--- config.mk ---
export PLATFORM = sky130hd
export DESIGN_NAME = hazard_forward_unit_flat
export DESIGN_NICKNAME = d
export VERILOG_FILES = /design/src/rtl/hazard_forward_unit_if.sv /design/src/rtl/hazard_forward_unit.sv /design/src/flat_wrapper.sv
export SDC_FILE = /design/constraint.sdc
export NUM_CORES = 1
export LEC_CHECK = 0
export BUFFER_PORTS_ARGS = -buffer_cell sky130_fd_sc_hd__buf_4
export CORE_MARGIN = 4
export CORE_UTILIZATION = 40
export DETAILED_ROUTE_END_ITERATION = 7
export PLACE_DENSITY = 0.66
export SKIP_CTS_REPAIR_TIMING = 1
export SLEW_MARGIN = 20
export SYNTH_ARGS = -nofsm -noshare
export SYNTH_HDL_FRONTEND = slang
export SYNTH_SLANG_ARGS = --single-unit
--- constraint.sdc ---
create_clock -name clk -period 9.65 [get_ports clk]
set_input_delay 1.93 -clock clk [delete_from_list [all_inputs] [get_ports clk]]
set_output_delay 1.93 -clock clk [all_outputs]
set_load 0.05 [all_outputs]
--- src/rtl/hazard_forward_unit_if.sv ---
// Pipeline-side bundle for the KLP32 forwarding/hazard unit.
// The pipeline drives stage qualifiers as master; the unit answers with selects and stalls as slave.
interface hazard_forward_unit_if #(
   parameter int unsigned REG_AW = 5,
   parameter int unsigned CNT_W  = 16
);
   logic                 d_valid, d_uses_rs1, d_uses_rs2, d_we;
   logic [REG_AW-1:0]    d_rs1, d_rs2, d_rd;
   logic                 x_valid, x_we, x_is_load, x_is_long;
   logic [REG_AW-1:0]    x_rs1, x_rs2, x_rd;
   logic                 m_valid, m_we;
   logic [REG_AW-1:0]    m_rs2, m_rd;
   logic                 w_valid, w_we;
   logic [REG_AW-1:0]    w_rd;
   logic                 lw_valid;
   logic [REG_AW-1:0]    lw_rd;
   logic                 flush;
   logic [1:0]           a_sel, b_sel;
   logic                 data_sel;
   logic                 stall_d;
   logic                 bubble_x;
   logic [2**REG_AW-1:0] sb_busy;
   logic [CNT_W-1:0]     stall_cnt;

   modport master (
      output d_valid, d_uses_rs1, d_uses_rs2, d_we, d_rs1, d_rs2, d_rd,
      output x_valid, x_we, x_is_load, x_is_long, x_rs1, x_rs2, x_rd,
      output m_valid, m_we, m_rs2, m_rd, w_valid, w_we, w_rd,
      output lw_valid, lw_rd, flush,
      input  a_sel, b_sel, data_sel, stall_d, bubble_x, sb_busy, stall_cnt
   );

   modport slave (
      input  d_valid, d_uses_rs1, d_uses_rs2, d_we, d_rs1, d_rs2, d_rd,
      input  x_valid, x_we, x_is_load, x_is_long, x_rs1, x_rs2, x_rd,
      input  m_valid, m_we, m_rs2, m_rd, w_valid, w_we, w_rd,
      input  lw_valid, lw_rd, flush,
      output a_sel, b_sel, data_sel, stall_d, bubble_x, sb_busy, stall_cnt
   );
endinterface

--- src/rtl/hazard_forward_unit.sv ---
// KLP32 operand/store-data bypass selection, load-use and long-latency hazard detection,
// long-op destination scoreboard and saturating decode-stall counter.
module hazard_forward_unit #(
   parameter int unsigned REG_AW = 5,
   parameter int unsigned CNT_W  = 16
) (
   input logic               clk,
   input logic               rst,
   hazard_forward_unit_if.slave hz
);
   localparam int unsigned NREG = 2**REG_AW;

   logic [NREG-1:0]  busy_q, busy_d;
   logic [CNT_W-1:0] cnt_q, cnt_d;
   logic             m_live, w_live, x_load_live;
   logic             load_use, raw_long, waw_long, stall;
   logic             long_issue;

   assign m_live      = hz.m_valid & hz.m_we & (hz.m_rd != '0);
   assign w_live      = hz.w_valid & hz.w_we & (hz.w_rd != '0);
   assign x_load_live = hz.x_valid & hz.x_is_load & hz.x_we & (hz.x_rd != '0);
   assign long_issue  = hz.x_valid & hz.x_is_long & hz.x_we;

   // M is the younger producer, so it wins over W
   always_comb begin
      hz.a_sel = 2'b00;
      if (m_live && hz.m_rd == hz.x_rs1)      hz.a_sel = 2'b01;
      else if (w_live && hz.w_rd == hz.x_rs1) hz.a_sel = 2'b10;
      hz.b_sel = 2'b00;
      if (m_live && hz.m_rd == hz.x_rs2)      hz.b_sel = 2'b01;
      else if (w_live && hz.w_rd == hz.x_rs2) hz.b_sel = 2'b10;
   end

   assign hz.data_sel = w_live & (hz.w_rd == hz.m_rs2);

   assign load_use = x_load_live &
                     ((hz.d_uses_rs1 & (hz.x_rd == hz.d_rs1)) |
                      (hz.d_uses_rs2 & (hz.x_rd == hz.d_rs2)));
   assign raw_long = (busy_q[hz.d_rs1] & hz.d_uses_rs1) |
                     (busy_q[hz.d_rs2] & hz.d_uses_rs2);
   assign waw_long = hz.d_we & busy_q[hz.d_rd];

   assign stall       = hz.d_valid & (load_use | raw_long | waw_long) & ~hz.flush;
   assign hz.stall_d  = stall;
   assign hz.bubble_x = stall;

   // A newly issued long op owns its register even if an older one retires the same cycle
   always_comb begin
      busy_d = '0;
      for (int unsigned r = 1; r < NREG; r++) begin
         busy_d[r] = (long_issue & (hz.x_rd == REG_AW'(r))) |
                     (busy_q[r] & ~(hz.lw_valid & (hz.lw_rd == REG_AW'(r))));
      end
   end

   always_comb begin
      cnt_d = cnt_q;
      if (stall && cnt_q != '1) cnt_d = cnt_q + CNT_W'(1);
   end

   always_ff @(posedge clk or posedge rst) begin
      if (rst) begin
         busy_q <= '0;
         cnt_q  <= '0;
      end else begin
         busy_q <= busy_d;
         cnt_q  <= cnt_d;
      end
   end

   assign hz.sb_busy   = busy_q;
   assign hz.stall_cnt = cnt_q;
endmodule
--- src/flat_wrapper.sv ---
// flat-port wrapper written by rule: the top's interface ports become plain ports
module hazard_forward_unit_flat 
#(
   parameter int unsigned REG_AW = 5,
   parameter int unsigned CNT_W  = 16
)
  (clk, rst, hz_d_valid, hz_d_uses_rs1, hz_d_uses_rs2, hz_d_we, hz_d_rs1, hz_d_rs2, hz_d_rd, hz_x_valid, hz_x_we, hz_x_is_load, hz_x_is_long, hz_x_rs1, hz_x_rs2, hz_x_rd, hz_m_valid, hz_m_we, hz_m_rs2, hz_m_rd, hz_w_valid, hz_w_we, hz_w_rd, hz_lw_valid, hz_lw_rd, hz_flush, hz_a_sel, hz_b_sel, hz_data_sel, hz_stall_d, hz_bubble_x, hz_sb_busy, hz_stall_cnt);
  hazard_forward_unit_if #(.REG_AW(REG_AW), .CNT_W(CNT_W)) hz_i ();
  input logic clk;
  input logic rst;
  input wire logic [$bits(hz_i.d_valid)-1:0] hz_d_valid;
  input wire logic [$bits(hz_i.d_uses_rs1)-1:0] hz_d_uses_rs1;
  input wire logic [$bits(hz_i.d_uses_rs2)-1:0] hz_d_uses_rs2;
  input wire logic [$bits(hz_i.d_we)-1:0] hz_d_we;
  input wire logic [$bits(hz_i.d_rs1)-1:0] hz_d_rs1;
  input wire logic [$bits(hz_i.d_rs2)-1:0] hz_d_rs2;
  input wire logic [$bits(hz_i.d_rd)-1:0] hz_d_rd;
  input wire logic [$bits(hz_i.x_valid)-1:0] hz_x_valid;
  input wire logic [$bits(hz_i.x_we)-1:0] hz_x_we;
  input wire logic [$bits(hz_i.x_is_load)-1:0] hz_x_is_load;
  input wire logic [$bits(hz_i.x_is_long)-1:0] hz_x_is_long;
  input wire logic [$bits(hz_i.x_rs1)-1:0] hz_x_rs1;
  input wire logic [$bits(hz_i.x_rs2)-1:0] hz_x_rs2;
  input wire logic [$bits(hz_i.x_rd)-1:0] hz_x_rd;
  input wire logic [$bits(hz_i.m_valid)-1:0] hz_m_valid;
  input wire logic [$bits(hz_i.m_we)-1:0] hz_m_we;
  input wire logic [$bits(hz_i.m_rs2)-1:0] hz_m_rs2;
  input wire logic [$bits(hz_i.m_rd)-1:0] hz_m_rd;
  input wire logic [$bits(hz_i.w_valid)-1:0] hz_w_valid;
  input wire logic [$bits(hz_i.w_we)-1:0] hz_w_we;
  input wire logic [$bits(hz_i.w_rd)-1:0] hz_w_rd;
  input wire logic [$bits(hz_i.lw_valid)-1:0] hz_lw_valid;
  input wire logic [$bits(hz_i.lw_rd)-1:0] hz_lw_rd;
  input wire logic [$bits(hz_i.flush)-1:0] hz_flush;
  output wire logic [$bits(hz_i.a_sel)-1:0] hz_a_sel;
  output wire logic [$bits(hz_i.b_sel)-1:0] hz_b_sel;
  output wire logic [$bits(hz_i.data_sel)-1:0] hz_data_sel;
  output wire logic [$bits(hz_i.stall_d)-1:0] hz_stall_d;
  output wire logic [$bits(hz_i.bubble_x)-1:0] hz_bubble_x;
  output wire logic [$bits(hz_i.sb_busy)-1:0] hz_sb_busy;
  output wire logic [$bits(hz_i.stall_cnt)-1:0] hz_stall_cnt;
  assign hz_i.d_valid = hz_d_valid;
  assign hz_i.d_uses_rs1 = hz_d_uses_rs1;
  assign hz_i.d_uses_rs2 = hz_d_uses_rs2;
  assign hz_i.d_we = hz_d_we;
  assign hz_i.d_rs1 = hz_d_rs1;
  assign hz_i.d_rs2 = hz_d_rs2;
  assign hz_i.d_rd = hz_d_rd;
  assign hz_i.x_valid = hz_x_valid;
  assign hz_i.x_we = hz_x_we;
  assign hz_i.x_is_load = hz_x_is_load;
  assign hz_i.x_is_long = hz_x_is_long;
  assign hz_i.x_rs1 = hz_x_rs1;
  assign hz_i.x_rs2 = hz_x_rs2;
  assign hz_i.x_rd = hz_x_rd;
  assign hz_i.m_valid = hz_m_valid;
  assign hz_i.m_we = hz_m_we;
  assign hz_i.m_rs2 = hz_m_rs2;
  assign hz_i.m_rd = hz_m_rd;
  assign hz_i.w_valid = hz_w_valid;
  assign hz_i.w_we = hz_w_we;
  assign hz_i.w_rd = hz_w_rd;
  assign hz_i.lw_valid = hz_lw_valid;
  assign hz_i.lw_rd = hz_lw_rd;
  assign hz_i.flush = hz_flush;
  assign hz_a_sel = hz_i.a_sel;
  assign hz_b_sel = hz_i.b_sel;
  assign hz_data_sel = hz_i.data_sel;
  assign hz_stall_d = hz_i.stall_d;
  assign hz_bubble_x = hz_i.bubble_x;
  assign hz_sb_busy = hz_i.sb_busy;
  assign hz_stall_cnt = hz_i.stall_cnt;
  hazard_forward_unit #(.REG_AW(REG_AW), .CNT_W(CNT_W)) u_core (.clk(clk), .rst(rst), .hz(hz_i));
endmodule
==> flow_summary_export.csv <==
group,metric,value,unit
place,gp_congestion,0.9753,
clock_network,numCtsBuffers,5,
clock_network,clockRootBuffer,"clkbuf_8",
routing,initialDrtViolationCount,263,
critical_path,arrival,4510,ps
place,hpwl,8566,um
layout,nNetsFinal,544,
timing,fin_setup_tns,0,ps
critical_path,crit_buf_inv,2,
timing,max_freq,155.4,MHz
clock_network,cts_tree,"built",
power_and_ir_drop,p_total,651.3,uW
timing,setup_violations,0,
logic_synthesis,yosysMostFrequentCell,"o21ai_0",
layout,n_antenna_cell,0,
routing,wl_per_cell,18.86,um
routing,drt-vias-per-instance,5.967,
clock_network,clk_pin_slew,80,ps
floorplan,die_x,100.9,um
layout,final_util,54.05,%
floorplan,dieHeight,100.9,um
place,dp.cells,575,
floorplan,initial_utilization,41.56,%
logic_synthesis,ys.flop_type,"dfrtp_1",
logic_synthesis,synth_common_cells,"o21ai_0 (67), dfrtp_1 (47), xor2_1 (35)",
layout,areaGrowthSynthToFinish,30.03,%
layout,fill_cells,768,
min_path,hold_path.class,"register to register",
logic_synthesis,synthesis.area,3450,sq um
global_route,grt_max_degree,48,
routing,drt-total-wl,10980,um
timing,rsz0062_at_grt,"no",
critical_path,startpoint_type,"primary input",
layout,register_area,1176,sq um
critical_path,path_class,"primary input to output port",
floorplan,row_count,33,
routing,firstDrtPassIters,5,
power_and_ir_drop,p_leak,2.012,nW
floorplan,io_pins,121,
logic_synthesis,synth-async-reset-ratio,100.0,%
global_route,grt_usage,21.37,%
logic_synthesis,yosysTopAreaCellShare,34.10,%
critical_path,crit_family,"simple AND/OR/NAND/NOR gates",
logic_synthesis,ys_seq_area_share,34.10,%
critical_path,cp.required,7720,ps
layout,final_cells,582,
status,outcome,"completed",
routing,route.detailed.drc,0,
critical_path,slowest_stage,"nor4_4",
global_route,grt_pass1_vias,3401,
logic_synthesis,synth_warnings,0,
timing,tightest_slew,894.2,ps
global_route,grt_pass1_wl,17220,um
critical_path,slowest_delay,680,ps
logic_synthesis,synth_top_area_cell,"dfrtp_1",
clock_network,insertion_delay,300,ps
timing,period_needed,6437,ps
floorplan,core_area,8299,sq um
clock_network,clkSinkCount,47,
place,io_buffers,119,
power_and_ir_drop,powerDensity,145.2,nW/um^2
layout,multi_input_area,2181,sq um
timing,maxSlewViolCount,0,
logic_synthesis,synth_area_per_cell,9.374,sq um
critical_path,cpMostUsedCell,"buf_4",
logic_synthesis,synth_nets,435,
global_route,grt_overflow,0,
routing,ant_nets,0,
power_and_ir_drop,irDropWorstVdd,0.0001382,V
critical_path,cp_cell_sequence,"buf_4, mux4_2, mux2_2, nand2_1, o21ai_1, a311o_1, nor4_4, nor2_1, buf_4",
critical_path,end_kind,"output port",
logic_synthesis,ys_ff_latch,47,
timing,fin_crit_sh,66.70,%
global_route,antenna_found_initial,0,
logic_synthesis,synth_area_leaders,"dfrtp_1 (34%), o21ai_0 (9.7%), xor2_1 (8.9%), mux4_2 (8.5%), mux2i_1 (4.4%)",
logic_synthesis,synth_edf_count,0,
timing,maxSlewHeadroom,39.94,%
layout,drive_above_1_share,31.66,%
logic_synthesis,yosysUniqueCellTypes,47,
critical_path,cp_max_fo,17,
clock_network,cts_buffer_depth,2,
job,drv_cap,0,
routing,vias,3473,
logic_synthesis,syn_inst,368,
timing,finalClockSkew,9.549,ps
floorplan,die-area,10170,sq um
timing,finalHoldViolations,0,
clock_network,htreeDepth,2,
-- worst reg2reg max path: stages (launching register included) --
cell and delay (ps):
dfrtp_1 450, mux4_2 490, mux2_2 270, nand2_1 60
o21ai_1 60, a311o_1 380, nor4_4 680, nor2_1 190
mux2_2 310
-- stage by stage --
stage	hold slack (ps)	instance area, sq um	setup WS [ps]
2_1_floorplan	789.8	3450	3209
3_3_place_gp	493.3	4397	3280
3_5_place_dp	491.6	4397	3212
4_1_cts	510.8	4484	3204
5_1_grt	521.6	4486	3024
6_report	504.9	4486	3213
-- flip-flops by register name, summed over array words and instances, names as in the netlist --
| register | flops |
|---|---|
| u_core.hz.sb_busy | 31 |
| u_core.hz.stall_cnt | 16 |
-- cell type report --
type	count	share of cell area (%)
inverters	4	0.3626
well taps	105	2.929
clock buffers	6	1.841
multi-input cells	300	48.62
clock inverters	1	0.1116
flip-flops and latches	47	26.22
repair buffers	119	19.92
-- placed cells by master, fill, tap and decap left out, drive strengths merged, types with 4 or more instances in the layout --
cell and n:
nor2 10, a2111oi 4, dfrtp 47, xnor2 13, mux4 13, buf 119
nor3 11, o211ai 4, clkbuf 6, nand3 20, xor2 35, mux2 7
mux2i 15, nand2b 10, nor2b 9, a31oi 4, nand4 7, nor4 9
nand2 23, o21ai 68
-- power breakdown --
part | leakage (nW) | switching (mW) | internal [mW] | total, mW
clock | 0.0470 | 0.0627 | 0.0563 | 0.119
sequential | 0.633 | 0.0371 | 0.222 | 0.259
combinational | 1.33 | 0.173 | 0.100 | 0.274
-- routing by layer --
metal / up-vias / GRT usage [%] / wire length (um)
li1: 1586 / - / -
met1: 1674 / 28.01 / 4388
met2: 188 / 34.78 / 5266
met3: 25 / 4.221 / 971
met4: 0 / 8.187 / 348
met5: - / 0 / 0
-- worst paths after layout --
kind	from	end	slack [ps]	cells past startpoint
worst max-delay path	hz_d_rs2[1]	hz_bubble_x	3210	9
worst min-delay path	u_core.hz.stall_cnt[5]$_DFFE_PP0P_	u_core.hz.stall_cnt[5]$_DFFE_PP0P_	500	1
worst max register to register	u_core.hz.sb_busy[14]$_DFF_PP0_	u_core.hz.stall_cnt[1]$_DFFE_PP0P_	6650	8
worst min register to register	u_core.hz.stall_cnt[5]$_DFFE_PP0P_	u_core.hz.stall_cnt[5]$_DFFE_PP0P_	500	1
max in group asynchronous	rst	u_core.hz.sb_busy[20]$_DFF_PP0_	7410	2
min in group asynchronous	rst	u_core.hz.stall_cnt[4]$_DFFE_PP0P_	1750	2
-- cells by family after synthesis --
logic type / share of synthesized area (%)
adders and majority gates: 0.3627
DFF: 34.10
other: 0.1087
buffers and inverters: 2.684
AOI/OAI and AO/OA: 15.56
xor gates and xnor gates: 12.19
muxes: 15.13
and+or+nand+nor: 19.88
Note: power is estimated with default switching activity, not from simulation.
